===== src/rtl/serial_link_pkg.sv =====
// Constants and state encoding shared by both ends of the serial ROM-word link.
package serial_link_pkg;

  localparam int SINE_WORD_W       = 32;
  localparam int DEF_TIMEOUT_TICKS = 64;

  typedef enum logic {
    ST_IDLE  = 1'b0,
    ST_SHIFT = 1'b1
  } rx_state_e;

endpackage


===== src/rtl/edge_detect_rise.sv =====
// Registers a level signal and reports its rising edge in the same cycle it appears.
module edge_detect_rise (
  input  logic clk,
  input  logic rst,
  input  logic sig,
  output logic rise
);

  logic sig_q;
  logic sig_d;

  always_comb begin
    sig_d = sig;
  end

  always_ff @(posedge clk) begin
    if (rst) begin
      sig_q <= 1'b0;
    end else begin
      sig_q <= sig_d;
    end
  end

  assign rise = sig & ~sig_q;

endmodule


===== src/rtl/serial_word_receiver.sv =====
// Deserializes the MSB-first SO stream into WIDTH-bit words, framed by soc rising edges.
module serial_word_receiver
  import serial_link_pkg::*;
#(
  parameter int WIDTH         = SINE_WORD_W,
  parameter int TIMEOUT_TICKS = DEF_TIMEOUT_TICKS,
  parameter int CNT_W         = 16
) (
  input  logic             clk,
  input  logic             rst,
  input  logic             tick,
  input  logic             SI,
  input  logic             SI_en,
  input  logic             soc,
  output logic [WIDTH-1:0] data_out,
  output logic             data_valid,
  output logic             frame_err,
  output logic             busy,
  output logic [CNT_W-1:0] word_count
);

  localparam int BIT_W = $clog2(WIDTH + 1);
  localparam int TO_W  = $clog2(TIMEOUT_TICKS + 1);
  localparam logic [BIT_W-1:0] LAST_BIT   = BIT_W'(WIDTH - 1);
  localparam logic [TO_W-1:0]  LAST_STALL = TO_W'(TIMEOUT_TICKS - 1);

  rx_state_e        state_q, state_d;
  logic [WIDTH-2:0] shift_q, shift_d;
  logic [BIT_W-1:0] bit_cnt_q, bit_cnt_d;
  logic [TO_W-1:0]  to_cnt_q, to_cnt_d;
  logic [WIDTH-1:0] data_out_q, data_out_d;
  logic             data_valid_q, data_valid_d;
  logic             frame_err_q, frame_err_d;
  logic [CNT_W-1:0] word_count_q, word_count_d;
  logic             soc_rise;
  logic             bit_ok;
  logic             stall_tick;
  logic             final_bit;

  edge_detect_rise u_soc_edge (
    .clk  (clk),
    .rst  (rst),
    .sig  (soc),
    .rise (soc_rise)
  );

  assign bit_ok     = (state_q == ST_SHIFT) & tick & SI_en;
  assign stall_tick = (state_q == ST_SHIFT) & tick & ~SI_en;
  assign final_bit  = bit_ok & (bit_cnt_q == LAST_BIT);

  // The shifter holds only WIDTH-1 bits: the final bit joins them directly on completion.
  always_comb begin
    state_d      = state_q;
    shift_d      = shift_q;
    bit_cnt_d    = bit_cnt_q;
    to_cnt_d     = to_cnt_q;
    data_out_d   = data_out_q;
    data_valid_d = 1'b0;
    frame_err_d  = 1'b0;
    word_count_d = word_count_q;

    case (state_q)
      ST_IDLE: begin
        if (soc_rise) begin
          state_d   = ST_SHIFT;
          shift_d   = '0;
          bit_cnt_d = '0;
          to_cnt_d  = '0;
        end
      end
      ST_SHIFT: begin
        if (final_bit) begin
          data_out_d   = {shift_q, SI};
          data_valid_d = 1'b1;
          word_count_d = word_count_q + CNT_W'(1);
          shift_d      = '0;
          bit_cnt_d    = '0;
          to_cnt_d     = '0;
          state_d      = soc_rise ? ST_SHIFT : ST_IDLE;
        end else if (soc_rise) begin
          frame_err_d = 1'b1;
          shift_d     = '0;
          bit_cnt_d   = '0;
          to_cnt_d    = '0;
        end else if (bit_ok) begin
          shift_d   = {shift_q[WIDTH-3:0], SI};
          bit_cnt_d = bit_cnt_q + BIT_W'(1);
          to_cnt_d  = '0;
        end else if (stall_tick) begin
          if (to_cnt_q == LAST_STALL) begin
            frame_err_d = 1'b1;
            shift_d     = '0;
            bit_cnt_d   = '0;
            to_cnt_d    = '0;
            state_d     = ST_IDLE;
          end else begin
            to_cnt_d = to_cnt_q + TO_W'(1);
          end
        end
      end
    endcase
  end

  always_ff @(posedge clk) begin
    if (rst) begin
      state_q      <= ST_IDLE;
      shift_q      <= '0;
      bit_cnt_q    <= '0;
      to_cnt_q     <= '0;
      data_out_q   <= '0;
      data_valid_q <= 1'b0;
      frame_err_q  <= 1'b0;
      word_count_q <= '0;
    end else begin
      state_q      <= state_d;
      shift_q      <= shift_d;
      bit_cnt_q    <= bit_cnt_d;
      to_cnt_q     <= to_cnt_d;
      data_out_q   <= data_out_d;
      data_valid_q <= data_valid_d;
      frame_err_q  <= frame_err_d;
      word_count_q <= word_count_d;
    end
  end

  assign data_out   = data_out_q;
  assign data_valid = data_valid_q;
  assign frame_err  = frame_err_q;
  assign busy       = (state_q == ST_SHIFT);
  assign word_count = word_count_q;

endmodule


===== config.mk =====
export PLATFORM = sky130hd
export DESIGN_NAME = serial_word_receiver
export DESIGN_NICKNAME = d
export VERILOG_FILES = /design/src/rtl/serial_link_pkg.sv /design/src/rtl/edge_detect_rise.sv /design/src/rtl/serial_word_receiver.sv
export SDC_FILE = /design/constraint.sdc
export NUM_CORES = 1
export LEC_CHECK = 0
export BUFFER_PORTS_ARGS = -buffer_cell sky130_fd_sc_hd__buf_4
export CAP_MARGIN = 20
export CORE_UTILIZATION = 55
export DETAILED_ROUTE_END_ITERATION = 10
export GPL_TIMING_DRIVEN = 0
export HOLD_SLACK_MARGIN = 0.02
export PLACE_DENSITY = 0.78
export SYNTH_ARGS = -nofsm -noshare
export SYNTH_HDL_FRONTEND = slang
export SYNTH_SLANG_ARGS = --single-unit

===== constraint.sdc =====
create_clock -name clk -period 2.65 [get_ports clk]
set_input_delay 0.1325 -clock clk [delete_from_list [all_inputs] [get_ports clk]]
set_output_delay 0.1325 -clock clk [all_outputs]
set_load 0.005 [all_outputs]

==> metrics.txt <==
# TYPE chip_impl_metric gauge
chip_impl_metric{name="dieHeight",unit="um"} 83.0
chip_impl_metric{name="number_of_enable_flip_flop_cells_after_synthesis",unit=""} 0
chip_impl_metric{name="timing.clock.skew",unit="ns"} 0.0124
chip_impl_info{name="path_class",value="reg2reg"} 1
chip_impl_metric{name="chipWidth",unit="um"} 83.0
chip_impl_metric{name="setup_violations",unit=""} 0
chip_impl_metric{name="core.rowCount",unit=""} 29
chip_impl_metric{name="place.port_buffers",unit=""} 55
chip_impl_info{name="most_frequent_cells_in_the_layout",value="96 x sky130_fd_sc_hd__dfxtp_1, 78 x sky130_fd_sc_hd__nand2_1, 55 x sky130_fd_sc_hd__buf_4"} 1
chip_impl_metric{name="synthesis.area_per_instance",unit="sq um"} 9.24
chip_impl_metric{name="setup.reg_to_reg.worst_slack",unit="ns"} 0.28
chip_impl_metric{name="clk_latency",unit="ns"} 0.36
chip_impl_metric{name="drc",unit=""} 0
chip_impl_metric{name="peakVddDrop",unit="V"} 0.000387
chip_impl_metric{name="worstPathMaxFanout",unit=""} 10
chip_impl_metric{name="numPlacedInstances",unit=""} 523
chip_impl_info{name="rr_endpoint",value="word_count[9]$_SDFFE_PP0P_"} 1
chip_impl_metric{name="detail_route.wl_per_cell",unit="um"} 14.3
chip_impl_metric{name="max_cap_violations",unit=""} 0
chip_impl_metric{name="net_count_of_the_mapped_netlist",unit=""} 400
chip_impl_info{name="tritoncts_clock_tree",value="built"} 1
chip_impl_metric{name="antenna_violations_before_repair",unit=""} 0
chip_impl_info{name="holdCritStartpoint",value="rst"} 1
chip_impl_info{name="layout.cells.most_common",value="sky130_fd_sc_hd__dfxtp_1"} 1
chip_impl_metric{name="grt_usage",unit="%"} 23.3
chip_impl_metric{name="drt_wl_total",unit="um"} 7760
chip_impl_metric{name="area.growth.synth_to_final",unit="%"} 19.6
chip_impl_metric{name="number_of_instances_in_the_synthesized_netlist",unit=""} 391
chip_impl_metric{name="wl_met2",unit="um"} 3810
chip_impl_metric{name="layout-drive-gt1-share",unit="%"} 16.8
chip_impl_info{name="endpoint_kind",value="flip-flop"} 1
chip_impl_metric{name="synth_warnings",unit=""} 0
chip_impl_metric{name="finalHoldViolCount",unit=""} 0
chip_impl_metric{name="vias_per_cell",unit=""} 5.70
chip_impl_metric{name="period_utilisation_layout",unit="%"} 89.3
chip_impl_metric{name="globalRouteOverflowTotal",unit=""} 0
chip_impl_metric{name="floorplan.initialDensity",unit="%"} 56.9
chip_impl_metric{name="synth-seq-area-share",unit="%"} 53.2
chip_impl_metric{name="synth_area",unit="sq um"} 3610
chip_impl_metric{name="critPathArrivalTime",unit="ns"} 2.65
chip_impl_info{name="hold_path_end",value="bit_cnt_q[3]$_SDFFE_PP0P_"} 1
chip_impl_metric{name="number_of_iterations_in_the_first_detailed_routing_pass",unit=""} 6
chip_impl_metric{name="hpwlAfterDp",unit="um"} 5550
chip_impl_metric{name="period_minus_slack",unit="ns"} 2.37
chip_impl_metric{name="cellPowerDensity",unit="nW/um^2"} 558
chip_impl_info{name="yosys_most_used_dff",value="sky130_fd_sc_hd__dfxtp_1"} 1
chip_impl_metric{name="die_area",unit="sq um"} 6890
chip_impl_metric{name="nNetsFinal",unit=""} 468
chip_impl_metric{name="postSynthRegisterBits",unit=""} 96
chip_impl_metric{name="clock_path_buffers",unit=""} 2
chip_impl_metric{name="tritoncts.num_buffers",unit=""} 9
chip_impl_metric{name="grt_pass1_vias",unit=""} 2914
chip_impl_metric{name="route.met3.wl",unit="um"} 344
chip_impl_metric{name="worst_slew_pin_slew",unit="ns"} 0.588
chip_impl_info{name="cts.root.buffer_cell",value="sky130_fd_sc_hd__clkbuf_8"} 1
chip_impl_metric{name="drt-met1-wl",unit="um"} 3500
chip_impl_metric{name="postSynth.asyncResetShare",unit="%"} 0
chip_impl_metric{name="globalplace.congestion",unit=""} 0.806
chip_impl_metric{name="reg2regPathDepth",unit=""} 6
chip_impl_metric{name="io-pin-count",unit=""} 57
chip_impl_info{name="status",value="completed"} 1
chip_impl_metric{name="totalNegativeSetupSlack",unit="ns"} 0
chip_impl_metric{name="report.final.slew_viol_count",unit=""} 0
chip_impl_metric{name="antenna_cells",unit=""} 0
chip_impl_metric{name="grt_max_degree",unit=""} 18
chip_impl_metric{name="post_cts_buffers",unit=""} 0
chip_impl_metric{name="antenna_violating_nets_post_route",unit=""} 0
chip_impl_info{name="hold_class",value="in2reg"} 1
chip_impl_metric{name="finalCoreUtilization",unit="%"} 68.0
chip_impl_metric{name="grt_first_pass_wirelength",unit="um"} 13100
chip_impl_metric{name="clock_sinks",unit=""} 96
chip_impl_metric{name="drtIter0Drc",unit=""} 145
chip_impl_metric{name="slew-limit-headroom",unit="%"} 60.7
chip_impl_info{name="rsz_0062_raised_after_global_routing",value="no"} 1
chip_impl_metric{name="core",unit="sq um"} 6350
chip_impl_info{name="worstSetupStartpointType",value="flip-flop"} 1
chip_impl_info{name="critical_path.reg2reg.startpoint",value="bit_cnt_q[1]$_SDFFE_PP0P_"} 1
chip_impl_metric{name="ys_types",unit=""} 44
chip_impl_metric{name="power_leakage",unit="nW"} 1.61
chip_impl_info{name="top_signal_layer_used",value="met4"} 1
chip_impl_metric{name="worst_setup_hold_path_clk_slew",unit="ns"} 0.10
chip_impl_metric{name="route.vias.total",unit=""} 3086
chip_impl_metric{name="hold_path_depth",unit=""} 4
chip_impl_metric{name="final.fill_count",unit=""} 536
chip_impl_metric{name="timing.fmax",unit="MHz"} 422
chip_impl_metric{name="post_layout_nonfiller_instances",unit=""} 541
chip_impl_metric{name="required",unit="ns"} 2.93
chip_impl_metric{name="h_tree_depth",unit=""} 3
power breakdown:
part | total [mW] | switching (mW) | internal [mW]
Sequential | 1.45 | 0.00657 | 1.45
Clock | 0.876 | 0.522 | 0.353
Combinational | 0.0795 | 0.0532 | 0.0263
synthesized netlist by cell type (2+ instances only):
cell type | count | share of area, %
sky130_fd_sc_hd__or3_1 | 3 | 0.52
sky130_fd_sc_hd__and4_1 | 2 | 0.49
sky130_fd_sc_hd__nand3_1 | 13 | 1.8
sky130_fd_sc_hd__a31oi_1 | 3 | 0.52
sky130_fd_sc_hd__xnor2_1 | 9 | 2.2
sky130_fd_sc_hd__dfxtp_1 | 96 | 53
sky130_fd_sc_hd__nand2_1 | 78 | 8.1
sky130_fd_sc_hd__o21ai_0 | 6 | 0.83
sky130_fd_sc_hd__nor2b_1 | 2 | 0.35
sky130_fd_sc_hd__nand4_1 | 3 | 0.52
sky130_fd_sc_hd__o31ai_1 | 5 | 1.0
sky130_fd_sc_hd__buf_2 | 2 | 0.28
sky130_fd_sc_hd__nand2b_1 | 4 | 0.69
sky130_fd_sc_hd__nor3_1 | 3 | 0.42
sky130_fd_sc_hd__inv_1 | 5 | 0.52
sky130_fd_sc_hd__a32oi_1 | 2 | 0.49
sky130_fd_sc_hd__and2_1 | 5 | 0.87
sky130_fd_sc_hd__nor4_1 | 4 | 0.69
sky130_fd_sc_hd__or4_1 | 9 | 1.9
sky130_fd_sc_hd__a21oi_1 | 44 | 6.1
sky130_fd_sc_hd__ha_1 | 3 | 1.0
sky130_fd_sc_hd__and3_1 | 2 | 0.35
sky130_fd_sc_hd__a22o_1 | 33 | 8.0
sky130_fd_sc_hd__nor2_1 | 16 | 1.7
sky130_fd_sc_hd__clkbuf_1 | 20 | 2.1
per-stage QoR:
step                      instance area, sq um  hold WS, ns  total power, mW  setup slack [ns]
after floorplan                           3610        0.261             1.54             0.524
after global placement                    4120        0.361             1.56             0.390
after detailed placement                  4120        0.369             1.56             0.340
after CTS                                 4320        0.171             2.42             0.310
after global routing                      4320        0.208             2.49             0.197
final                                     4320        0.183             2.41             0.283
cell families (layout without fill, tap and decap cells):
logic type | count (synthesis) | in the layout | share of synthesized area (%)
simple gates | 153 | 153 | 21.3
compound gates | 100 | 100 | 18.6
flops | 96 | 96 | 53.2
buf+inv | 28 | 101 | 3.19
xor+xnor | 10 | 10 | 2.43
fa+ha+maj | 3 | 3 | 1.04
mux | 1 | 1 | 0.277
sequential cells by signal, summed over array words and instances (netlist names):
register          count
busy                  1
data_valid            1
shift_q              31
word_count           16
data_out             32
to_cnt_q              7
frame_err             1
u_soc_edge.sig_q      1
bit_cnt_q             6
area by class of cell:
| class | count | area, sq um | share of cell area (%) |
|---|---|---|---|
| plain buffers | 23 | 96.3 | 2.23 |
| flip-flops and latches | 96 | 1920 | 44.5 |
| repair buffers | 57 | 433 | 10.0 |
| clock buffers | 10 | 128 | 2.96 |
| well taps | 77 | 96.3 | 2.23 |
| clock inverters | 6 | 50.0 | 1.16 |
| multi-input cells | 267 | 1570 | 36.5 |
| inverters | 5 | 18.8 | 0.435 |
metal layers:
| metal | GRT usage, % | vias to the layer above |
|---|---|---|
| met2 | 39.2 | 81 |
| met3 | 3.88 | 9 |
| met1 | 29.4 | 1462 |
| met4 | 10.5 | 0 |
| met5 | 0 | - |
| li1 | - | 1534 |
what timing repair did:
| item | 4_1_cts | 5_1_grt |
|---|---|---|
| resized for setup | 0 | 0 |
| hold endpoints to repair | 3 | 0 |
| hold buffers | 2 | 0 |
how the worst max path moves through the flow:
stage / from / end / slack [ns] / depth (start not counted)
finish: bit_cnt_q[1]$_SDFFE_PP0P_ / word_count[9]$_SDFFE_PP0P_ / 0.28 / 6
global route: bit_cnt_q[1]$_SDFFE_PP0P_ / word_count[14]$_SDFFE_PP0P_ / 0.20 / 6
CTS: bit_cnt_q[1]$_SDFFE_PP0P_ / word_count[9]$_SDFFE_PP0P_ / 0.31 / 6
detailed placement: bit_cnt_q[0]$_SDFFE_PP0P_ / word_count[9]$_SDFFE_PP0P_ / 0.34 / 6
global placement: bit_cnt_q[1]$_SDFFE_PP0P_ / word_count[14]$_SDFFE_PP0P_ / 0.39 / 6
floorplan: bit_cnt_q[0]$_SDFFE_PP0P_ / word_count[13]$_SDFFE_PP0P_ / 0.52 / 6
worst max-delay path, cell delays in order, from the launching register on:
cell	delay, ns
sky130_fd_sc_hd__dfxtp_1	0.40
sky130_fd_sc_hd__ha_1	0.34
sky130_fd_sc_hd__nand4_4	0.20
sky130_fd_sc_hd__or4_4	0.56
sky130_fd_sc_hd__buf_6	0.15
sky130_fd_sc_hd__or4_1	0.47
sky130_fd_sc_hd__a21oi_1	0.17
Note: power is estimated with default switching activity, not from simulation.
